--- config.mk ---
export PLATFORM = sky130hd
export DESIGN_NAME = hs_tmds_enc_flat
export DESIGN_NICKNAME = d
export VERILOG_FILES = /design/src/rtl/hs_tmds_pkg.sv /design/src/rtl/hs_tmds_enc_if.sv /design/src/rtl/hs_tmds_qm.sv /design/src/rtl/hs_tmds_enc.sv /design/src/flat_wrapper.sv
export SDC_FILE = /design/constraint.sdc
export NUM_CORES = 1
export LEC_CHECK = 0
export CAP_MARGIN = 5
export CORE_MARGIN = 2
export CORE_UTILIZATION = 50
export CTS_BUF_LIST = sky130_fd_sc_hd__clkbuf_4
export CTS_CLUSTER_DIAMETER = 150
export DETAILED_ROUTE_END_ITERATION = 6
export GPL_ROUTABILITY_DRIVEN = 0
export PLACE_DENSITY = 0.8
export SYNTH_ARGS = -nofsm -noshare
export SYNTH_HDL_FRONTEND = slang
export SYNTH_SLANG_ARGS = --single-unit
--- constraint.sdc ---
create_clock -name clk -period 1.41 [get_ports clk]
set_input_delay 0.282 -clock clk [delete_from_list [all_inputs] [get_ports clk]]
set_output_delay 0.282 -clock clk [all_outputs]
set_load 0.1 [all_outputs]
--- src/rtl/hs_tmds_pkg.sv ---
// hs_tmds_pkg: shared definitions for the TMDS lane encoder.
//   PERIOD_DEF  default clocks per word slot
//   CNT_W_DEF   default width of the signed running-disparity counter
//   disp_t      signed running-disparity type
//   TOK_CTRL*   the four 10-bit control tokens
//   popcount8   number of ones in a byte
//   ctrl_token  ctrl select -> control token
package hs_tmds_pkg;

  localparam int PERIOD_DEF = 11;
  localparam int CNT_W_DEF  = 6;

  typedef logic signed [CNT_W_DEF-1:0] disp_t;

  localparam logic [9:0] TOK_CTRL0 = 10'h354;
  localparam logic [9:0] TOK_CTRL1 = 10'h0AB;
  localparam logic [9:0] TOK_CTRL2 = 10'h154;
  localparam logic [9:0] TOK_CTRL3 = 10'h2AB;

  function automatic logic [3:0] popcount8(input logic [7:0] v);
    logic [3:0] s;
    s = '0;
    for (int i = 0; i < 8; i++) s = s + {3'b000, v[i]};
    return s;
  endfunction

  function automatic logic [9:0] ctrl_token(input logic [1:0] c);
    logic [9:0] t;
    case (c)
      2'b00:   t = TOK_CTRL0;
      2'b01:   t = TOK_CTRL1;
      2'b10:   t = TOK_CTRL2;
      default: t = TOK_CTRL3;
    endcase
    return t;
  endfunction

endpackage

--- src/rtl/hs_tmds_enc_if.sv ---
// hs_tmds_enc_if: word-slot bus between the pixel source, the encoder and
// the lane serializer.
//   data_in      pixel byte, consumed in the data_ready cycle
//   de           1 = encode data_in, 0 = send control token
//   ctrl         control token select
//   data_ready   one-cycle pulse, inputs consumed in this cycle
//   parallel_out encoded 10-bit word, bit 0 transmitted first
//   load_enable  one-cycle pulse, parallel_out valid and stable
// Modports: slave = encoder side, master = source/serializer side.
interface hs_tmds_enc_if;

  logic [7:0] data_in;
  logic       de;
  logic [1:0] ctrl;
  logic       data_ready;
  logic [9:0] parallel_out;
  logic       load_enable;

  modport slave (
    input  data_in, de, ctrl,
    output data_ready, parallel_out, load_enable
  );

  modport master (
    output data_in, de, ctrl,
    input  data_ready, parallel_out, load_enable
  );

endinterface

--- src/rtl/hs_tmds_qm.sv ---
// hs_tmds_qm: combinational transition-minimisation stage.
//   data_in  in  8  pixel byte
//   q_m      out 9  XOR/XNOR chained byte, q_m[8]=1 when the XOR chain is used
module hs_tmds_qm
  import hs_tmds_pkg::*;
(
  input  logic [7:0] data_in,
  output logic [8:0] q_m
);

  function automatic logic [8:0] minimise(input logic [7:0] d);
    logic [3:0] n1;
    logic       use_xnor;
    logic [8:0] q;
    n1       = popcount8(d);
    // Ones-heavy bytes (and balanced bytes starting with 0) use XNOR so the
    // chain produces fewer transitions.
    use_xnor = (n1 > 4'd4) || ((n1 == 4'd4) && !d[0]);
    q        = '0;
    q[0]     = d[0];
    for (int i = 1; i < 8; i++)
      q[i] = use_xnor ? ~(q[i-1] ^ d[i]) : (q[i-1] ^ d[i]);
    q[8]     = ~use_xnor;
    return q;
  endfunction

  assign q_m = minimise(data_in);

endmodule

--- src/rtl/hs_tmds_enc.sv ---
// hs_tmds_enc: TMDS 8b/10b encoder and word-rate timer for one lane.
//   clk  in  system clock
//   rst  in  asynchronous reset, active-high
//   bus  slave modport of hs_tmds_enc_if (data_in/de/ctrl in,
//        data_ready/parallel_out/load_enable out)
// Parameters: PERIOD clocks per word slot (4..63); CNT_W disparity width.
// Build option: HS_TMDS_DISPARITY_EN enables the running-disparity counter
// and DC-balancing inversion; without it data words are {0, q_m[8:0]}.
// Timing: data_ready at bit_cnt==PERIOD-3, S1 latch, S2 encode,
// load_enable at bit_cnt==PERIOD-1.
module hs_tmds_enc
  import hs_tmds_pkg::*;
#(
  parameter int PERIOD = PERIOD_DEF
`ifdef HS_TMDS_DISPARITY_EN
  , parameter int CNT_W = CNT_W_DEF
`endif
) (
  input  logic          clk,
  input  logic          rst,
  hs_tmds_enc_if.slave  bus
);

  localparam logic [5:0] CNT_LAST = 6'(PERIOD - 1);
  localparam logic [5:0] CNT_PRE  = 6'(PERIOD - 2);
  localparam logic [5:0] CNT_RDY  = 6'(PERIOD - 3);

  logic [5:0] bit_cnt;
  logic       load_en_q;
  logic [9:0] word_q;
  logic [9:0] word_nxt;
  logic [8:0] q_m;
  logic       s1_de;
  logic [1:0] s1_ctrl;
  logic [8:0] s1_qm;

  hs_tmds_qm u_qm (
    .data_in (bus.data_in),
    .q_m     (q_m)
  );

  assign bus.data_ready   = (bit_cnt == CNT_RDY);
  assign bus.load_enable  = load_en_q;
  assign bus.parallel_out = word_q;

  // NOTE: sequential state uses non-blocking assignments so every register
  // samples the pre-edge value of the others, independent of block order.
  always_ff @(posedge clk or posedge rst) begin
    if (rst) begin
      bit_cnt   <= '0;
      load_en_q <= 1'b0;
    end else begin
      bit_cnt   <= (bit_cnt == CNT_LAST) ? 6'd0 : bit_cnt + 6'd1;
      // Registered so the pulse lines up exactly with bit_cnt==PERIOD-1.
      load_en_q <= (bit_cnt == CNT_PRE);
    end
  end

  // S1: capture the slot's inputs at the edge that ends data_ready.
  always_ff @(posedge clk or posedge rst) begin
    if (rst) begin
      s1_de   <= 1'b0;
      s1_ctrl <= '0;
      s1_qm   <= '0;
    end else if (bus.data_ready) begin
      s1_de   <= bus.de;
      s1_ctrl <= bus.ctrl;
      s1_qm   <= q_m;
    end
  end

`ifdef HS_TMDS_DISPARITY_EN
  typedef logic signed [CNT_W-1:0] cnt_t;

  cnt_t       cnt;
  cnt_t       cnt_nxt;
  cnt_t       n1;
  cnt_t       n0;
  cnt_t       diff;
  logic       q8;
  logic [7:0] qb;

  // NOTE: every output of this block is given a default first, so no path
  // leaves a variable unassigned and no latch is inferred.
  always_comb begin
    q8       = s1_qm[8];
    qb       = s1_qm[7:0];
    n1       = cnt_t'(popcount8(qb));
    n0       = cnt_t'(8) - n1;
    diff     = n1 - n0;
    word_nxt = ctrl_token(s1_ctrl);
    cnt_nxt  = '0;
    if (s1_de) begin
      if ((cnt == 0) || (diff == 0)) begin
        word_nxt = {~q8, q8, q8 ? qb : ~qb};
        cnt_nxt  = cnt + (q8 ? diff : -diff);
      end else if (((cnt > 0) && (n1 > n0)) || ((cnt < 0) && (n0 > n1))) begin
        // Inverting moves the running disparity back towards zero.
        word_nxt = {1'b1, q8, ~qb};
        cnt_nxt  = cnt + (q8 ? cnt_t'(2) : cnt_t'(0)) - diff;
      end else begin
        word_nxt = {1'b0, q8, qb};
        cnt_nxt  = cnt - (q8 ? cnt_t'(0) : cnt_t'(2)) + diff;
      end
    end
  end

  always_ff @(posedge clk or posedge rst) begin
    if (rst)                    cnt <= '0;
    else if (bit_cnt == CNT_PRE) cnt <= cnt_nxt;
  end
`else
  always_comb begin
    word_nxt = s1_de ? {1'b0, s1_qm} : ctrl_token(s1_ctrl);
  end
`endif

  // S2: the word changes only at this edge and holds until the next slot.
  always_ff @(posedge clk or posedge rst) begin
    if (rst)                    word_q <= '0;
    else if (bit_cnt == CNT_PRE) word_q <= word_nxt;
  end

endmodule

--- src/flat_wrapper.sv ---
// flat-port wrapper written by rule: the top's interface ports become plain ports
module hs_tmds_enc_flat import hs_tmds_pkg::*;
#(
  parameter int PERIOD = PERIOD_DEF

)
  (clk, rst, bus_data_in, bus_de, bus_ctrl, bus_data_ready, bus_parallel_out, bus_load_enable);
  hs_tmds_enc_if bus_i ();
  input  logic clk;
  input  logic rst;
  input wire logic [$bits(bus_i.data_in)-1:0] bus_data_in;
  input wire logic [$bits(bus_i.de)-1:0] bus_de;
  input wire logic [$bits(bus_i.ctrl)-1:0] bus_ctrl;
  output wire logic [$bits(bus_i.data_ready)-1:0] bus_data_ready;
  output wire logic [$bits(bus_i.parallel_out)-1:0] bus_parallel_out;
  output wire logic [$bits(bus_i.load_enable)-1:0] bus_load_enable;
  assign bus_i.data_in = bus_data_in;
  assign bus_i.de = bus_de;
  assign bus_i.ctrl = bus_ctrl;
  assign bus_data_ready = bus_i.data_ready;
  assign bus_parallel_out = bus_i.parallel_out;
  assign bus_load_enable = bus_i.load_enable;
  hs_tmds_enc #(.PERIOD(PERIOD)) u_core (.clk(clk), .rst(rst), .bus(bus_i));
endmodule
==> run_results.csv <==
group,metric,value,unit
drt,vias_per_cell,5.36,
power_and_ir_drop,p_leak,1.23,nW
critical_path,crit_required,1610,ps
floorplanning,dieArea,3570,µm²
clock_network,max-clock-path-buffers,2,
finish,diodes,0,
clock_network,cts-root-buf,"clkbuf_4",
critical_path,critPathMaxFanout,2,
sta,setup_violations,13,
critical_path,timing.rr.end,"u_core.s1_qm[8]",
finish,fin_area,2480,µm²
floorplanning,core,3000,µm²
finish,fill_cells,156,
critical_path,worstPathCellList,"buf_8 -> inv_4 -> fa_1 -> fa_1 -> fa_1 -> inv_1 -> ha_2 -> fa_1 -> or3b_4 -> a22oi_4 -> xnor3_1 -> mux2_4",
drt,routed_wl,4.05,mm
critical_path,startpoint,"bus_data_in[1]",
floorplanning,start_util,51.8,%
critical_path,arrival,3620,ps
clock_network,clk_latency,310,ps
sta,finalHoldViolations,0,
sta,relSlewSlack,65.1,%
sta,skew,7.69,ps
synth,ys_seq_elements,29,
synth,synth-main-ff-cell,"dfrtp_1",
floorplanning,rows,20,
clock_network,hold_buffers,0,
drt,drc,0,
sta,layout_setup_ws,-2010,ps
grt,groute.usage.overall,20.7,%
finish,register_area,726,µm²
run_status,violations,"setup timing",
finish,fin_nets,229,
clock_network,cts-htree-levels,2,
critical_path,cp_common_cell,"fa_1",
sta,worst_pin_slew,522,ps
critical_path,worstSetupPathType,"in -> reg",
critical_path,reg2regPathDepth,5,
floorplanning,die_w,59.8,µm
synth,yosysTopAreaCell,"dfrtp_1",
synth,yosysUniqueCellTypes,26,
sta,period_share,243,%
critical_path,cpPeakStageDelay,550,ps
finish,layout-drive-gt1-share,44.1,%
sta,grt_setup_unrepaired,"yes",
floorplanning,io_pins,25,
synth,syn_avg_cell_area,10.9,µm²
synth,synthCells,143,
place,io_buffers,24,
synth,syn_nets,168,
synth,yosys-top-cells-area,"dfrtp_1 (47%), ha_1 (6.4%), fa_1 (5.1%), nand2_1 (5.1%), xnor3_1 (4.3%)",
finish,multi_input_comb_area,910,µm²
synth,syn_area,1560,µm²
critical_path,endpoint,"u_core.s1_qm[7]",
drt,drt-initial-drc-count,40,
power_and_ir_drop,p_per_area,1260,nW/µm²
synth,yosysWarnings,0,
place,dpl.hpwl,2.44,mm
critical_path,worstSetupStartpointType,"input port",
clock_network,cts_made_buffers,5,
sta,layout_min_cycle_time,3420,ps
synth,ys_seq_area_share,46.7,%
place,place_ws,-2880,ps
run,cap_violations,0,
critical_path,r2r_setup_slack,-130,ps
grt,overflow,0,
power_and_ir_drop,peakVddDrop,0.737,mV
drt,ant_nets,0,
sta,timing.fmax,0.292,GHz
critical_path,end_kind,"flip-flop",
place,post_dp_cell_area,2160,µm²
clock_network,clk_pin_slew,90,ps
synth,synth.most_common_cell,"dfrtp_1",
drt,dr_total_vias,1271,
critical_path,crit_path_top_delay_cell,"fa_1",
clock_network,cts_tree,"yes",
synth,yosys-top-cells-count,"dfrtp_1 (29), nand2_1 (21), inv_1 (15)",
finish,area_growth,59.4,%
finish,stdcell_count,237,
synth,synth_edf_count,0,
floorplanning,fp.dieH,59.8,µm
place,post-place-cells,220,
grt,grt_pass1_vias,1234,
grt,grt_start_max_net_pins,30,
grt,antenna_found_initial,0,
synth,synthArstFlopShare,100,%
clock_network,cts_sinks,29,
drt,wl_per_cell,17.1,µm
drt,firstDrtPassIters,4,
synth,yosysTopAreaCellShare,46.7,%
critical_path,r2r-start,"u_core.bit_cnt[2]",
sta,slew_viol_final,0,
run_status,status,"finished, violations left",
grt,grt_pass1_wl,5.40,mm
min_path,hold_class,"in -> async",
==> cells in the final DEF, fill, tap and decap left out, types with 2 or more instances in the layout <==
| cell | instances |
|---|---|
| a21oi_1 | 6 |
| buf_12 | 12 |
| buf_4 | 24 |
| buf_6 | 11 |
| buf_8 | 3 |
| clkbuf_4 | 6 |
| clkdlybuf4s50_1 | 8 |
| dfrtp_1 | 29 |
| fa_1 | 4 |
| ha_1 | 6 |
| inv_1 | 12 |
| mux2_4 | 4 |
| nand2_1 | 12 |
| nand2_2 | 5 |
| nand2_4 | 4 |
| nand3_1 | 3 |
| nor2_1 | 4 |
| nor2b_1 | 4 |
| o21ai_0 | 2 |
| o21ai_1 | 8 |
| o21ai_2 | 2 |
| o31ai_2 | 2 |
| o31ai_4 | 2 |
| xnor2_1 | 5 |
| xnor3_1 | 2 |
| xor2_1 | 4 |
==> worst min path at each step <==
stage,startpoint,to,slack [ps]
final,rst,u_core.bit_cnt[5],340
after global routing,rst,u_core.bus.parallel_out[3],370
after CTS,rst,u_core.bit_cnt[0],350
after detailed placement,u_core.s1_qm[6],u_core.s1_qm[6],470
after global placement,u_core.s1_qm[6],u_core.s1_qm[6],460
after floorplan,rst,u_core.bit_cnt[0],360
==> metrics by stage <==
step           power [mW]  hold WS, ps  TNS, ps  utilization [%]
2_1_floorplan        1.93          360   -10470                -
3_3_place_gp         2.36          462   -15010             71.9
3_5_place_dp         2.42          467   -16150             71.9
4_1_cts              2.90          346   -10480             76.4
5_1_grt              3.28          375   -11820             82.5
6_report             3.13          339   -10570             82.5
==> where the power goes <==
part / switching [mW] / internal (mW)
sequential: 0.149 / 0.985
clock: 0.256 / 0.200
combinational: 0.819 / 0.726
total: 1.22 / 1.91
==> state kept, by name (all words and copies together) (netlist names) <==
signal                   cells
u_core.s1_qm                 9
u_core.bit_cnt               6
u_core.s1_ctrl               2
u_core.bus.load_enable       1
u_core.bus.parallel_out     10
u_core.s1_de                 1
==> what timing repair did <==
item                                    in CTS  in global routing
gates resized for setup                     36                 38
setup buffers                                3                  6
endpoints found under the setup margin      23                 23
pin swaps                                   12                 13
gates cloned                                 2                  1
==> layout make-up <==
cell class                      instances  share of cell area, %
Clock inverter                          1                  0.151
Sequential cell                        29                   29.3
Inverter                               16                   3.03
Tap cell                               33                   1.67
Clock buffer                            6                   1.82
Multi-Input combinational cell         93                   36.7
Timing Repair Buffer                   59                   27.4
==> critical path, delay by kind of cell <==
family / cells / cell delay, ps
and+or+nand+nor: 1 / 400
adders and majority gates: 5 / 2070
muxes: 1 / 270
buffers and inverters: 3 / 160
AOI/OAI and AO/OA: 1 / 220
xor gates and xnor gates: 1 / 230
==> routing by layer <==
metal  GRT usage (%)  vias to the layer above  share of wire, %
met5               0                        -                 0
met4            7.62                        0               2.0
met3            3.25                       10               3.9
met2            38.8                       46                57
met1            23.3                      628                37
li1                -                      587                 -
==> cell families after synthesis <==
group | share of synthesized area [%]
compound gates | 9.57
xor+xnor | 12.1
fa+ha+maj | 11.6
buf+inv | 5.07
flops | 46.7
mux | 3.86
simple gates | 11.1
(Power assumes the default switching activity.)
